[src/rtl/crop_roi_locator_pkg.sv]
// Shared definitions for the crop ROI locator: default geometry, pixel type, FSM states
// and the crop-origin clamp used by both the RTL and its bench model.
package crop_pkg;

  localparam int unsigned DEF_PIXEL_BIT_WIDTH  = 16;
  localparam int unsigned DEF_IN_ROWS          = 100;
  localparam int unsigned DEF_IN_COLS          = 160;
  localparam int unsigned DEF_OUT_ROWS         = 48;
  localparam int unsigned DEF_OUT_COLS         = 48;
  localparam int unsigned DEF_IMG_ROW_BITWIDTH = 10;
  localparam int unsigned DEF_IMG_COL_BITWIDTH = 10;

  typedef logic signed [DEF_PIXEL_BIT_WIDTH-1:0] pixel_t;

  typedef enum logic [1:0] {
    IDLE,
    SCAN,
    EMIT,
    DONE
  } state_e;

  // Window origin that centres on pos; compared before subtracting so it never underflows.
  function automatic int unsigned clamp_origin(int unsigned pos, int unsigned half,
                                               int unsigned max_origin);
    int unsigned d;
    if (pos < half) return 0;
    d = pos - half;
    return (d > max_origin) ? max_origin : d;
  endfunction

endpackage

[src/rtl/crop_roi_locator_if.sv]
// Block-level control plus pixel input and crop-origin output streams of crop_roi_locator.
interface crop_roi_locator_if #(
  parameter int unsigned PIXEL_BIT_WIDTH  = 16,
  parameter int unsigned IMG_ROW_BITWIDTH = 10,
  parameter int unsigned IMG_COL_BITWIDTH = 10
);

  logic                        ap_start;
  logic                        ap_done;
  logic                        ap_idle;
  logic                        ap_ready;

  logic [PIXEL_BIT_WIDTH-1:0]  img_input_TDATA;
  logic                        img_input_TVALID;
  logic                        img_input_TREADY;

  logic [IMG_ROW_BITWIDTH-1:0] crop_Y1_TDATA;
  logic                        crop_Y1_TVALID;
  logic                        crop_Y1_TREADY;

  logic [IMG_COL_BITWIDTH-1:0] crop_X1_TDATA;
  logic                        crop_X1_TVALID;
  logic                        crop_X1_TREADY;

  modport slave (
    input  ap_start,
    output ap_done, ap_idle, ap_ready,
    input  img_input_TDATA, img_input_TVALID,
    output img_input_TREADY,
    output crop_Y1_TDATA, crop_Y1_TVALID,
    input  crop_Y1_TREADY,
    output crop_X1_TDATA, crop_X1_TVALID,
    input  crop_X1_TREADY
  );

  modport master (
    output ap_start,
    input  ap_done, ap_idle, ap_ready,
    output img_input_TDATA, img_input_TVALID,
    input  img_input_TREADY,
    input  crop_Y1_TDATA, crop_Y1_TVALID,
    output crop_Y1_TREADY,
    input  crop_X1_TDATA, crop_X1_TVALID,
    output crop_X1_TREADY
  );

endinterface

[src/rtl/crop_peak_tracker.sv]
// Running signed maximum over a raster scan; strict compare keeps the first occurrence.
module crop_peak_tracker
  import crop_pkg::*;
#(
  parameter int unsigned PIXEL_BIT_WIDTH  = DEF_PIXEL_BIT_WIDTH,
  parameter int unsigned IMG_ROW_BITWIDTH = DEF_IMG_ROW_BITWIDTH,
  parameter int unsigned IMG_COL_BITWIDTH = DEF_IMG_COL_BITWIDTH
) (
  input  logic                               clk_i,
  input  logic                               rst_ni,
  input  logic                               clear_i,
  input  logic                               en_i,
  input  logic signed [PIXEL_BIT_WIDTH-1:0]  pixel_i,
  input  logic        [IMG_ROW_BITWIDTH-1:0] row_i,
  input  logic        [IMG_COL_BITWIDTH-1:0] col_i,
  output logic        [IMG_ROW_BITWIDTH-1:0] peak_row_next_o,
  output logic        [IMG_COL_BITWIDTH-1:0] peak_col_next_o
);

  logic signed [PIXEL_BIT_WIDTH-1:0]  peak_val_q, peak_val_d;
  logic        [IMG_ROW_BITWIDTH-1:0] peak_row_q, peak_row_d;
  logic        [IMG_COL_BITWIDTH-1:0] peak_col_q, peak_col_d;

  always_comb begin
    peak_val_d = peak_val_q;
    peak_row_d = peak_row_q;
    peak_col_d = peak_col_q;
    if (clear_i) begin
      peak_val_d = {1'b1, {(PIXEL_BIT_WIDTH-1){1'b0}}};
      peak_row_d = '0;
      peak_col_d = '0;
    end else if (en_i && (pixel_i > peak_val_q)) begin
      peak_val_d = pixel_i;
      peak_row_d = row_i;
      peak_col_d = col_i;
    end
  end

  always_ff @(posedge clk_i or negedge rst_ni) begin
    if (!rst_ni) begin
      peak_val_q <= '0;
      peak_row_q <= '0;
      peak_col_q <= '0;
    end else begin
      peak_val_q <= peak_val_d;
      peak_row_q <= peak_row_d;
      peak_col_q <= peak_col_d;
    end
  end

  // Exposing the next-state winner lets the last pixel count toward the origin in its own cycle.
  assign peak_row_next_o = peak_row_d;
  assign peak_col_next_o = peak_col_d;

endmodule

[src/rtl/crop_roi_locator.sv]
// Scans one raster frame for its peak pixel and emits the clamped crop origin on two streams.
module crop_roi_locator
  import crop_pkg::*;
#(
  parameter int unsigned PIXEL_BIT_WIDTH  = DEF_PIXEL_BIT_WIDTH,
  parameter int unsigned IN_ROWS          = DEF_IN_ROWS,
  parameter int unsigned IN_COLS          = DEF_IN_COLS,
  parameter int unsigned OUT_ROWS         = DEF_OUT_ROWS,
  parameter int unsigned OUT_COLS         = DEF_OUT_COLS,
  parameter int unsigned IMG_ROW_BITWIDTH = DEF_IMG_ROW_BITWIDTH,
  parameter int unsigned IMG_COL_BITWIDTH = DEF_IMG_COL_BITWIDTH
) (
  input  logic              ap_clk,
  input  logic              ap_rst_n,
  crop_roi_locator_if.slave bus
);

  localparam int unsigned ROW_HALF = OUT_ROWS / 2;
  localparam int unsigned COL_HALF = OUT_COLS / 2;
  localparam int unsigned ROW_MAX  = IN_ROWS - OUT_ROWS;
  localparam int unsigned COL_MAX  = IN_COLS - OUT_COLS;

  if (OUT_ROWS > IN_ROWS) begin : g_chk_out_rows
    $error("OUT_ROWS must not exceed IN_ROWS");
  end
  if (OUT_COLS > IN_COLS) begin : g_chk_out_cols
    $error("OUT_COLS must not exceed IN_COLS");
  end
  if (IN_ROWS >= (1 << IMG_ROW_BITWIDTH)) begin : g_chk_row_width
    $error("IN_ROWS does not fit in IMG_ROW_BITWIDTH");
  end
  if (IN_COLS >= (1 << IMG_COL_BITWIDTH)) begin : g_chk_col_width
    $error("IN_COLS does not fit in IMG_COL_BITWIDTH");
  end

  state_e                      state_q, state_d;
  logic [IMG_ROW_BITWIDTH-1:0] row_q, row_d;
  logic [IMG_COL_BITWIDTH-1:0] col_q, col_d;
  logic                        y_vld_q, y_vld_d;
  logic                        x_vld_q, x_vld_d;
  logic [IMG_ROW_BITWIDTH-1:0] y_data_q, y_data_d;
  logic [IMG_COL_BITWIDTH-1:0] x_data_q, x_data_d;

  logic                        accept, last_col, last_row, last_pix, clear;
  logic [IMG_ROW_BITWIDTH-1:0] peak_row_next, y_origin;
  logic [IMG_COL_BITWIDTH-1:0] peak_col_next, x_origin;

  assign accept   = (state_q == SCAN) && bus.img_input_TVALID;
  assign last_col = (col_q == IMG_COL_BITWIDTH'(IN_COLS - 1));
  assign last_row = (row_q == IMG_ROW_BITWIDTH'(IN_ROWS - 1));
  assign last_pix = accept && last_row && last_col;
  assign clear    = (state_q == IDLE) && bus.ap_start;

  crop_peak_tracker #(
    .PIXEL_BIT_WIDTH  (PIXEL_BIT_WIDTH),
    .IMG_ROW_BITWIDTH (IMG_ROW_BITWIDTH),
    .IMG_COL_BITWIDTH (IMG_COL_BITWIDTH)
  ) u_peak (
    .clk_i           (ap_clk),
    .rst_ni          (ap_rst_n),
    .clear_i         (clear),
    .en_i            (accept),
    .pixel_i         ($signed(bus.img_input_TDATA)),
    .row_i           (row_q),
    .col_i           (col_q),
    .peak_row_next_o (peak_row_next),
    .peak_col_next_o (peak_col_next)
  );

  assign y_origin = IMG_ROW_BITWIDTH'(clamp_origin(32'(peak_row_next), ROW_HALF, ROW_MAX));
  assign x_origin = IMG_COL_BITWIDTH'(clamp_origin(32'(peak_col_next), COL_HALF, COL_MAX));

  always_comb begin
    state_d  = state_q;
    row_d    = row_q;
    col_d    = col_q;
    y_vld_d  = y_vld_q;
    x_vld_d  = x_vld_q;
    y_data_d = y_data_q;
    x_data_d = x_data_q;
    unique case (state_q)
      IDLE: begin
        if (bus.ap_start) begin
          state_d = SCAN;
          row_d   = '0;
          col_d   = '0;
        end
      end
      SCAN: begin
        if (accept) begin
          if (last_col) begin
            col_d = '0;
            row_d = last_row ? '0 : row_q + 1'b1;
          end else begin
            col_d = col_q + 1'b1;
          end
          if (last_pix) begin
            state_d  = EMIT;
            y_vld_d  = 1'b1;
            x_vld_d  = 1'b1;
            y_data_d = y_origin;
            x_data_d = x_origin;
          end
        end
      end
      EMIT: begin
        if (y_vld_q && bus.crop_Y1_TREADY) y_vld_d = 1'b0;
        if (x_vld_q && bus.crop_X1_TREADY) x_vld_d = 1'b0;
        if (!y_vld_d && !x_vld_d) state_d = DONE;
      end
      DONE:    state_d = IDLE;
      default: state_d = IDLE;
    endcase
  end

  always_ff @(posedge ap_clk or negedge ap_rst_n) begin
    if (!ap_rst_n) begin
      state_q  <= IDLE;
      row_q    <= '0;
      col_q    <= '0;
      y_vld_q  <= 1'b0;
      x_vld_q  <= 1'b0;
      y_data_q <= '0;
      x_data_q <= '0;
    end else begin
      state_q  <= state_d;
      row_q    <= row_d;
      col_q    <= col_d;
      y_vld_q  <= y_vld_d;
      x_vld_q  <= x_vld_d;
      y_data_q <= y_data_d;
      x_data_q <= x_data_d;
    end
  end

  assign bus.ap_idle          = (state_q == IDLE);
  assign bus.ap_done          = (state_q == DONE);
  assign bus.ap_ready         = last_pix;
  assign bus.img_input_TREADY = (state_q == SCAN);
  assign bus.crop_Y1_TVALID   = y_vld_q;
  assign bus.crop_Y1_TDATA    = y_data_q;
  assign bus.crop_X1_TVALID   = x_vld_q;
  assign bus.crop_X1_TDATA    = x_data_q;

endmodule

[src/flat_wrapper.sv]
// flat-port wrapper written by rule: the top's interface ports become plain ports
module crop_roi_locator_flat import crop_pkg::*;
#(
  parameter int unsigned PIXEL_BIT_WIDTH  = DEF_PIXEL_BIT_WIDTH,
  parameter int unsigned IN_ROWS          = DEF_IN_ROWS,
  parameter int unsigned IN_COLS          = DEF_IN_COLS,
  parameter int unsigned OUT_ROWS         = DEF_OUT_ROWS,
  parameter int unsigned OUT_COLS         = DEF_OUT_COLS,
  parameter int unsigned IMG_ROW_BITWIDTH = DEF_IMG_ROW_BITWIDTH,
  parameter int unsigned IMG_COL_BITWIDTH = DEF_IMG_COL_BITWIDTH
)
  (ap_clk, ap_rst_n, bus_ap_start, bus_ap_done, bus_ap_idle, bus_ap_ready, bus_img_input_TDATA, bus_img_input_TVALID, bus_img_input_TREADY, bus_crop_Y1_TDATA, bus_crop_Y1_TVALID, bus_crop_Y1_TREADY, bus_crop_X1_TDATA, bus_crop_X1_TVALID, bus_crop_X1_TREADY);
  crop_roi_locator_if #(.PIXEL_BIT_WIDTH(PIXEL_BIT_WIDTH), .IMG_ROW_BITWIDTH(IMG_ROW_BITWIDTH), .IMG_COL_BITWIDTH(IMG_COL_BITWIDTH)) bus_i ();
  input  logic ap_clk;
  input  logic ap_rst_n;
  input wire logic [$bits(bus_i.ap_start)-1:0] bus_ap_start;
  output wire logic [$bits(bus_i.ap_done)-1:0] bus_ap_done;
  output wire logic [$bits(bus_i.ap_idle)-1:0] bus_ap_idle;
  output wire logic [$bits(bus_i.ap_ready)-1:0] bus_ap_ready;
  input wire logic [$bits(bus_i.img_input_TDATA)-1:0] bus_img_input_TDATA;
  input wire logic [$bits(bus_i.img_input_TVALID)-1:0] bus_img_input_TVALID;
  output wire logic [$bits(bus_i.img_input_TREADY)-1:0] bus_img_input_TREADY;
  output wire logic [$bits(bus_i.crop_Y1_TDATA)-1:0] bus_crop_Y1_TDATA;
  output wire logic [$bits(bus_i.crop_Y1_TVALID)-1:0] bus_crop_Y1_TVALID;
  input wire logic [$bits(bus_i.crop_Y1_TREADY)-1:0] bus_crop_Y1_TREADY;
  output wire logic [$bits(bus_i.crop_X1_TDATA)-1:0] bus_crop_X1_TDATA;
  output wire logic [$bits(bus_i.crop_X1_TVALID)-1:0] bus_crop_X1_TVALID;
  input wire logic [$bits(bus_i.crop_X1_TREADY)-1:0] bus_crop_X1_TREADY;
  assign bus_i.ap_start = bus_ap_start;
  assign bus_ap_done = bus_i.ap_done;
  assign bus_ap_idle = bus_i.ap_idle;
  assign bus_ap_ready = bus_i.ap_ready;
  assign bus_i.img_input_TDATA = bus_img_input_TDATA;
  assign bus_i.img_input_TVALID = bus_img_input_TVALID;
  assign bus_img_input_TREADY = bus_i.img_input_TREADY;
  assign bus_crop_Y1_TDATA = bus_i.crop_Y1_TDATA;
  assign bus_crop_Y1_TVALID = bus_i.crop_Y1_TVALID;
  assign bus_i.crop_Y1_TREADY = bus_crop_Y1_TREADY;
  assign bus_crop_X1_TDATA = bus_i.crop_X1_TDATA;
  assign bus_crop_X1_TVALID = bus_i.crop_X1_TVALID;
  assign bus_i.crop_X1_TREADY = bus_crop_X1_TREADY;
  crop_roi_locator #(.PIXEL_BIT_WIDTH(PIXEL_BIT_WIDTH), .IN_ROWS(IN_ROWS), .IN_COLS(IN_COLS), .OUT_ROWS(OUT_ROWS), .OUT_COLS(OUT_COLS), .IMG_ROW_BITWIDTH(IMG_ROW_BITWIDTH), .IMG_COL_BITWIDTH(IMG_COL_BITWIDTH)) u_core (.ap_clk(ap_clk), .ap_rst_n(ap_rst_n), .bus(bus_i));
endmodule
[config.mk]
export PLATFORM = sky130hd
export DESIGN_NAME = crop_roi_locator_flat
export DESIGN_NICKNAME = d
export VERILOG_FILES = /design/src/rtl/crop_roi_locator_pkg.sv /design/src/rtl/crop_roi_locator_if.sv /design/src/rtl/crop_peak_tracker.sv /design/src/rtl/crop_roi_locator.sv /design/src/flat_wrapper.sv
export SDC_FILE = /design/constraint.sdc
export NUM_CORES = 1
export LEC_CHECK = 0
export BUFFER_PORTS_ARGS = -buffer_cell sky130_fd_sc_hd__buf_4
export CORE_ASPECT_RATIO = 1.2
export CORE_UTILIZATION = 51
export DETAILED_ROUTE_END_ITERATION = 8
export PLACE_DENSITY_LB_ADDON = 0.15
export SETUP_SLACK_MARGIN = 0.02
export SYNTH_ARGS = -nofsm -noshare
export SYNTH_HDL_FRONTEND = slang
export SYNTH_SLANG_ARGS = --single-unit
[constraint.sdc]
create_clock -name ap_clk -period 4.1 [get_ports ap_clk]
set_input_delay 0.205 -clock ap_clk [delete_from_list [all_inputs] [get_ports ap_clk]]
set_output_delay 0.205 -clock ap_clk [all_outputs]
set_load 0.05 [all_outputs]
Word-level counts from Yosys, hierarchy flattened
Index checks and enable logic that the tools add are counted.
W data, S select, Z words.

word-level totals
  bits in registers = 80
  bits of input ports = 22
  output and inout port bits = 26
  logic and storage cells = 81

operators by class
  add/sub/neg operators = 4
  magnitude comparators = 5
  equality and inequality tests = 10
  mux-type cells = 33
  reduce and logical (&&, ||, !) cells = 19

operators with widths
  operator                 number
  $mux W10                 14
  $pmux W10 S2             2
  $gt A32 B6 Y1 const B    1
  $gt A32 B7 Y1 const B    1
  $mux W16                 2
  $sub A10 B5 Y11 const B  2
  $add A10 B1 Y10 const B  2
  $lt A10 B5 Y1 const B    2
  $gt A16 B16 Y1           1
  $eq A10 B7 Y1 const B    1
  $eq A10 B8 Y1 const B    1
  $reduce_and A3 Y1        3
  $logic_and A1 B1 Y1      8
  $mux W1                  8
  $mux W2                  4
  $pmux W2 S4              1
  $reduce_and A4 Y1        2
  $ne A2 B1 Y1 const B     3
  $reduce_bool A2 Y1       3
  $eq A2 B2 Y1 const B     2
  $ne A2 B2 Y1 const B     2
  $pmux W1 S2              2
  $eq A2 B1 Y1 const B     1
  $logic_not A1 Y1         2
  $logic_not A2 Y1         1

Logic depth before layout (Yosys ltp)
  depth after elaboration = 9
  mapped depth = 18
  depth with buffers taken out = 16

By module
A second synthesis with hierarchy kept.

second synthesis, totals
  cell total of the unflattened synthesis = 463
  area, all modules = 4633.2 µm²

by module, submodules not included
  module             times used  cells each  area each (µm²)
  crop_roi_locator   1           247         2416.1
  crop_peak_tracker  1           216         2217.1

Worst setup path before layout
Ideal clock, no wire load.

  kind = register to register
  start = register u_core.state_q[1]
  end = register u_core.x_data_q[0] (netlist: u_core.bus.crop_X1_TDATA[0])
  library setup time = 0.092 ns
  arrival time = 4.315 ns
  data required time = 4.008 ns
  setup slack = -0.307 ns
  cell stages (with the launch flop) = 17
  buffers on the path = 3
  cell sequence = dfrtp_1 inv_1 ha_1 clkbuf_1 nand2_1 a21o_1 nor3_4 clkbuf_1 clkbuf_1 mux2i_1 nor2_1 ha_1 a311oi_1 or4_1 a21o_1 a211o_1 o31ai_2

between the ends
  cells in the longest elaborated chain, start to end = 9
  elaborated cells on any way between the ends = 16
  classes of those cells = 1 x add/sub; 2 x order compare; 1 x eq/ne; 5 x mux; 7 x reduce/logical

ends and longest elaborated chain
  what                               RTL line                    text
  start, declared                    crop_roi_locator.sv:36      state_e state_q, state_d;
  start signal, assigned             crop_roi_locator.sv:126     state_q <= state_d;
  $eq A2 B1 Y1 (*)                   --
  named net bus_img_input_TREADY     flat_wrapper.sv:22          output wire logic [$bits(bus_i.img_input_TREADY)-1:0] bus_img_input_TREADY;
  $logic_and A1 B1 Y1 (*)            crop_roi_locator.sv:48      assign accept = (state_q == SCAN) && bus.img_input_TVALID;
  $logic_and A1 B1 Y1 (*)            crop_peak_tracker.sv:32     end else if (en_i && (pixel_i > peak_val_q)) begin
  $mux W10 (*)                       crop_peak_tracker.sv:32
  $mux W10 (*)                       crop_peak_tracker.sv:28     if (clear_i) begin
  named net u_core.peak_col_next[3]  crop_roi_locator.sv:46      logic [IMG_COL_BITWIDTH-1:0] peak_col_next, x_origin;
  $sub A10 B5 Y11                    crop_roi_locator_pkg.sv:27  d = pos - half;
  $gt A32 B7 Y1                      crop_roi_locator_pkg.sv:28  return (d > max_origin) ? max_origin : d;
  $mux W10                           crop_roi_locator_pkg.sv:28
  $mux W10 (*)                       crop_roi_locator_pkg.sv:27
  end signal, assigned               crop_roi_locator.sv:132     x_data_q <= x_data_d;
  end, declared                      crop_roi_locator.sv:42      logic [IMG_COL_BITWIDTH-1:0] x_data_q, x_data_d;

Mark *: on every way through the listed nets, which the timed path passes. The rest lies on a longest branch.
A chain may end at the register's enable or synchronous reset.

Worst setup path after layout
  start = register u_core.u_peak.peak_val_q[15]
  end = register u_core.x_data_q[0] (netlist: u_core.bus.crop_X1_TDATA[0])

between the ends
  cells in the longest elaborated chain, start to end = 8
  elaborated cells on any way between the ends = 10
  classes of those cells = 1 x add/sub; 3 x order compare; 5 x mux; 1 x reduce/logical

ends and longest elaborated chain
  what                               RTL line                    text
  start, declared                    crop_peak_tracker.sv:20     logic signed [PIXEL_BIT_WIDTH-1:0] peak_val_q, peak_val_d;
  start signal, assigned             crop_peak_tracker.sv:45     peak_val_q <= peak_val_d;
  $gt A16 B16 Y1 (*)                 crop_peak_tracker.sv:32
  $logic_and A1 B1 Y1 (*)            crop_peak_tracker.sv:32
  $mux W10 (*)                       crop_peak_tracker.sv:32
  $mux W10 (*)                       crop_peak_tracker.sv:28
  named net u_core.peak_col_next[4]  crop_roi_locator.sv:46
  $sub A10 B5 Y11                    crop_roi_locator_pkg.sv:27
  $gt A32 B7 Y1                      crop_roi_locator_pkg.sv:28
  $mux W10                           crop_roi_locator_pkg.sv:28
  $mux W10 (*)                       crop_roi_locator_pkg.sv:27

Marks and branches as above.

==> flow_results.xml <==
<?xml version="1.0" encoding="UTF-8"?>
<metrics>
  <group name="routing">
    <metric name="drt_wl_total" unit="mm">10.51</metric>
    <metric name="drt_pass1_iterations" unit="">5</metric>
    <metric name="drt_iter0_markers" unit="">255</metric>
    <metric name="avgRoutedWirePerCell" unit="um">15.36</metric>
    <metric name="antenna_violation_net_count_after_detailed_routing" unit="">0</metric>
    <metric name="post_drt_via_cell_ratio" unit="">5.703</metric>
    <metric name="drc_errors" unit="">0</metric>
    <metric name="vias" unit="">3901</metric>
  </group>
  <group name="timing">
    <metric name="final-setup-viol-count" unit="">0</metric>
    <metric name="max_freq" unit="MHz">259.7</metric>
    <metric name="finalWorstSetupSlack" unit="ns">0.2490</metric>
    <metric name="rsz0062_at_grt" unit="">false</metric>
    <metric name="fin_crit_sh" unit="%">93.93</metric>
    <metric name="finClkSkew" unit="ns">0.01141</metric>
    <metric name="drv_slew" unit="">0</metric>
    <metric name="relSlewSlack" unit="%">32.80</metric>
    <metric name="fin_tns_setup" unit="ns">0</metric>
    <metric name="max_slew.worst_pin.slew" unit="ns">1.008</metric>
    <metric name="fin_crit" unit="ns">3.851</metric>
    <metric name="timing.final.hold_violations" unit="">0</metric>
  </group>
  <group name="global_routing">
    <metric name="antenna_found_initial" unit="">0</metric>
    <metric name="via_count_of_the_first_global_routing_pass" unit="">3750</metric>
    <metric name="first_pass_grt_wire_length" unit="mm">17.44</metric>
    <metric name="track_usage" unit="%">23.78</metric>
    <metric name="grt_remaining_overflow" unit="">0</metric>
    <metric name="largest_net_degree_at_the_start_of_global_routing" unit="">81</metric>
  </group>
  <group name="power_and_ir_drop">
    <metric name="power.static_leakage" unit="nW">2.536</metric>
    <metric name="power.ir.vdd_worst" unit="mV">0.1926</metric>
    <metric name="power.share.switching" unit="%">35.08</metric>
    <metric name="power_switching" unit="W">0.0009016</metric>
    <metric name="p_seq_share" unit="%">39.7</metric>
    <metric name="combinationalPowerShare" unit="%">35.6</metric>
    <metric name="power_frac_clock" unit="%">24.7</metric>
    <metric name="power_density" unit="nW/um2">481.6</metric>
    <metric name="internal-power" unit="W">0.001669</metric>
  </group>
  <group name="floorplanning">
    <metric name="die-area" unit="um2">9446</metric>
    <metric name="placement_rows" unit="">37</metric>
    <metric name="fp.dieW" unit="um">88.89</metric>
    <metric name="floorplan.initialDensity" unit="%">53.09</metric>
    <metric name="die_h" unit="um">106.3</metric>
    <metric name="core_area" unit="um2">8703</metric>
    <metric name="num_io_pins" unit="">48</metric>
  </group>
  <group name="job">
    <metric name="max_cap_violations" unit="">0</metric>
  </group>
  <group name="clock_tree">
    <metric name="path_clk_slew" unit="ns">0.08</metric>
    <metric name="cts-buffers-inserted" unit="">9</metric>
    <metric name="cts_root_buffer" unit="">sky130_fd_sc_hd__clkbuf_8</metric>
    <metric name="htree_levels" unit="">3</metric>
    <metric name="clockBufferDepth" unit="">2</metric>
    <metric name="clock_tree_from_tritoncts" unit="">yes</metric>
    <metric name="clock_sinks" unit="">80</metric>
    <metric name="clk-insertion-delay-late" unit="ns">0.35</metric>
  </group>
  <group name="worst_setup_path">
    <metric name="crit_path_start_kind" unit="">flop</metric>
    <metric name="crit_path_end_kind" unit="">flop</metric>
    <metric name="crit_path_max_incr_delay" unit="ns">0.51</metric>
    <metric name="critPathSlowestCell" unit="">sky130_fd_sc_hd__or4_1</metric>
    <metric name="r2r_worst_path_depth" unit="">15</metric>
    <metric name="criticalPathCategory" unit="">flop to flop</metric>
    <metric name="worstPathMaxFanout" unit="">4</metric>
    <metric name="crit_path_cell_trace" unit="">inv_1, ha_2, nand4_2, nor2_1, nand4_1, and4_4, or3_1, mux2i_1, nor2_1, ha_1, a311oi_1, or4_1, a21o_1, a211o_1, o31ai_2</metric>
    <metric name="cp_data_arrival_time" unit="ns">4.11</metric>
    <metric name="timing.critical_path.mode_cell" unit="">sky130_fd_sc_hd__nor2_1</metric>
    <metric name="cp.required" unit="ns">4.36</metric>
  </group>
  <group name="synthesis">
    <metric name="ys_async_sr_fraction" unit="%">100.0</metric>
    <metric name="netlist_top_cells_area" unit="">sky130_fd_sc_hd__dfrtp_1 (43%), sky130_fd_sc_hd__ha_1 (6.5%), sky130_fd_sc_hd__nor2_1 (6.1%)</metric>
    <metric name="post_synth_instance_area" unit="um2">4621</metric>
    <metric name="syn_nets" unit="">566</metric>
    <metric name="synth_sequential_area_ratio" unit="%">43.33</metric>
    <metric name="synth.most_common_cell" unit="">sky130_fd_sc_hd__dfrtp_1</metric>
    <metric name="avgSynthCellArea" unit="um2">8.886</metric>
    <metric name="count_of_different_cell_masters_after_synthesis" unit="">59</metric>
    <metric name="synth_edf_count" unit="">0</metric>
    <metric name="ys_seq_elements" unit="">80</metric>
    <metric name="synthesis.yosys.warnings" unit="">0</metric>
    <metric name="netlist.top_cell.by_area" unit="">sky130_fd_sc_hd__dfrtp_1</metric>
    <metric name="syn_inst" unit="">520</metric>
    <metric name="synthTopCellsByCount" unit="">sky130_fd_sc_hd__dfrtp_1 (80), sky130_fd_sc_hd__nor2_1 (75), sky130_fd_sc_hd__nand2_1 (55)</metric>
    <metric name="ys.flop_type" unit="">sky130_fd_sc_hd__dfrtp_1</metric>
    <metric name="netlist.area_leader.share" unit="%">43.33</metric>
  </group>
  <group name="min_path">
    <metric name="worst_min_path_class" unit="">primary input to asynchronous set/reset pin</metric>
  </group>
  <group name="layout">
    <metric name="antenna-diode-count" unit="">0</metric>
    <metric name="final_cells" unit="">684</metric>
    <metric name="area_growth_syn_to_layout" unit="%">15.52</metric>
    <metric name="fin_nets" unit="">608</metric>
    <metric name="post_route_cells_drive_above_1_share" unit="%">15.34</metric>
    <metric name="utilization" unit="%">61.33</metric>
    <metric name="post-route-cell-area" unit="um2">5338</metric>
  </group>
  <group name="placement">
    <metric name="place_worst_setup_slack" unit="ns">0.09858</metric>
    <metric name="total_half_perimeter_wirelength_after_legalization_and_detailed_placement" unit="mm">7.586</metric>
    <metric name="portBuffers" unit="">47</metric>
    <metric name="detailed_place.area" unit="um2">5079</metric>
    <metric name="gp_congestion" unit="">0.8520</metric>
    <metric name="placed_cells_incl_taps" unit="">667</metric>
  </group>
  <group name="run_status">
    <metric name="status" unit="">completed</metric>
  </group>
</metrics>
==> power by group through the flow <==
stage,sequential (W),clock (W),combinational (W)
floorplan,0.000996,0,0.000717
global route,0.00104,0.000690,0.00103
finish,0.00102,0.000635,0.000915
CTS,0.00102,0.000654,0.000894
detailed placement,0.00104,0,0.000891
global placement,0.00103,0,0.000867
==> logic make-up after synthesis <==
family	synth area share (%)
xor+xnor	1.327
simple gates	22.07
buf+inv	4.522
fa+ha+maj	6.715
mux	6.093
compound gates	15.95
flops	43.33
==> cell usage in the layout (no fill, tap or decap), types with 2 or more instances in the layout <==
| cell | Yosys | final |
|---|---|---|
| sky130_fd_sc_hd__dfrtp_1 | 80 | 80 |
| sky130_fd_sc_hd__nor2_1 | 75 | 75 |
| sky130_fd_sc_hd__nand2_1 | 55 | 55 |
| sky130_fd_sc_hd__buf_4 | 1 | 55 |
| sky130_fd_sc_hd__o21ai_0 | 33 | 33 |
| sky130_fd_sc_hd__inv_1 | 29 | 29 |
| sky130_fd_sc_hd__a21oi_1 | 29 | 29 |
| sky130_fd_sc_hd__mux2i_1 | 27 | 27 |
| sky130_fd_sc_hd__ha_1 | 24 | 21 |
| sky130_fd_sc_hd__nand3_1 | 14 | 14 |
| sky130_fd_sc_hd__and2_1 | 12 | 12 |
| sky130_fd_sc_hd__clkbuf_8 | 0 | 10 |
| sky130_fd_sc_hd__nor3_1 | 10 | 9 |
| sky130_fd_sc_hd__o31ai_1 | 8 | 8 |
| sky130_fd_sc_hd__nand4_1 | 7 | 7 |
| sky130_fd_sc_hd__and3_1 | 7 | 7 |
| sky130_fd_sc_hd__nand2b_1 | 6 | 6 |
| sky130_fd_sc_hd__xnor2_1 | 6 | 6 |
| sky130_fd_sc_hd__a21o_1 | 5 | 5 |
| sky130_fd_sc_hd__nand3b_1 | 5 | 5 |
| sky130_fd_sc_hd__or3_1 | 4 | 4 |
| sky130_fd_sc_hd__nor2b_1 | 4 | 4 |
| sky130_fd_sc_hd__o211ai_1 | 4 | 4 |
| sky130_fd_sc_hd__nor4_1 | 4 | 4 |
| sky130_fd_sc_hd__a31oi_1 | 5 | 4 |
| sky130_fd_sc_hd__a22o_1 | 4 | 4 |
| sky130_fd_sc_hd__o31ai_2 | 3 | 3 |
| sky130_fd_sc_hd__ha_2 | 0 | 3 |
| sky130_fd_sc_hd__clkbuf_1 | 21 | 3 |
| sky130_fd_sc_hd__o41ai_1 | 2 | 2 |
| sky130_fd_sc_hd__a311oi_1 | 2 | 2 |
| sky130_fd_sc_hd__nor4b_1 | 2 | 2 |
| sky130_fd_sc_hd__nor3b_1 | 2 | 2 |
| sky130_fd_sc_hd__bufinv_16 | 0 | 2 |
==> critical path, delay by kind of cell (launching register included) <==
kind / cells / cell delay, ns
DFF: 1 / 0.32
and+or+nand+nor: 7 / 1.84
AOI/OAI and AO/OA: 4 / 0.82
buffers and inverters: 1 / 0.05
adders and majority gates: 2 / 0.60
muxes: 1 / 0.14
==> timing repair <==
item                                    in CTS  in global routing
hold buffers                                 0                  0
endpoints found under the setup margin       0                 10
setup buffers                                0                  1
resized for setup                            0                  7
==> registers in the layout (all words and copies together) (netlist names) <==
| register | cells |
|---|---|
| u_core.bus.crop_X1_TVALID | 1 |
| u_core.u_peak.peak_row_q | 10 |
| u_core.bus.crop_X1_TDATA | 10 |
| u_core.row_q | 10 |
| u_core.u_peak.peak_col_q | 10 |
| u_core.u_peak.peak_val_q | 16 |
| u_core.col_q | 10 |
| u_core.bus.crop_Y1_TDATA | 10 |
| u_core.bus.crop_Y1_TVALID | 1 |
| u_core.state_q | 2 |
==> final cells by class <==
| class | count | area (um2) |
|---|---|---|
| Fill cell | 792 | 3366 |
| Multi-Input combinational cell | 386 | 2450 |
| Clock inverter | 3 | 65.06 |
| Timing Repair Buffer | 55 | 412.9 |
| Clock buffer | 13 | 148.9 |
| Sequential cell | 80 | 2002 |
| Inverter | 30 | 112.6 |
| Tap cell | 117 | 146.4 |
==> per-stage QoR <==
step	total power (W)	hold slack (ns)
floorplan	0.001713	-0.09059
CTS	0.002571	0.06442
global placement	0.001898	0.4432
detailed placement	0.001928	0.4485
finish	0.002571	0.01296
global route	0.002762	0.08512
==> per-layer routing <==
metal / GRT usage [%] / part of all wire (%)
met2: 39.40 / 49
met5: 0 / 0
met4: 7.834 / 1.7
met1: 31.23 / 45
met3: 4.115 / 4.0
==> worst paths after layout <==
path | to | slack, ns | startpoint
max | u_core.bus.crop_X1_TDATA[0]$_DFFE_PN0P_ | 0.25 | u_core.u_peak.peak_val_q[15]$_DFFE_PN0P_
min | u_core.u_peak.peak_val_q[6]$_DFFE_PN0P_ | 0.01 | ap_rst_n
max reg2reg | u_core.bus.crop_X1_TDATA[0]$_DFFE_PN0P_ | 0.25 | u_core.u_peak.peak_val_q[15]$_DFFE_PN0P_
min reg2reg | u_core.bus.crop_X1_TDATA[8]$_DFFE_PN0P_ | 0.49 | u_core.bus.crop_X1_TDATA[8]$_DFFE_PN0P_
max in group asynchronous | u_core.u_peak.peak_val_q[12]$_DFFE_PN0P_ | 3.42 | ap_rst_n
min in group ap_clk | u_core.u_peak.peak_val_q[3]$_DFFE_PN0P_ | 0.10 | bus_img_input_TDATA[3]
(Power assumes the default switching activity.)
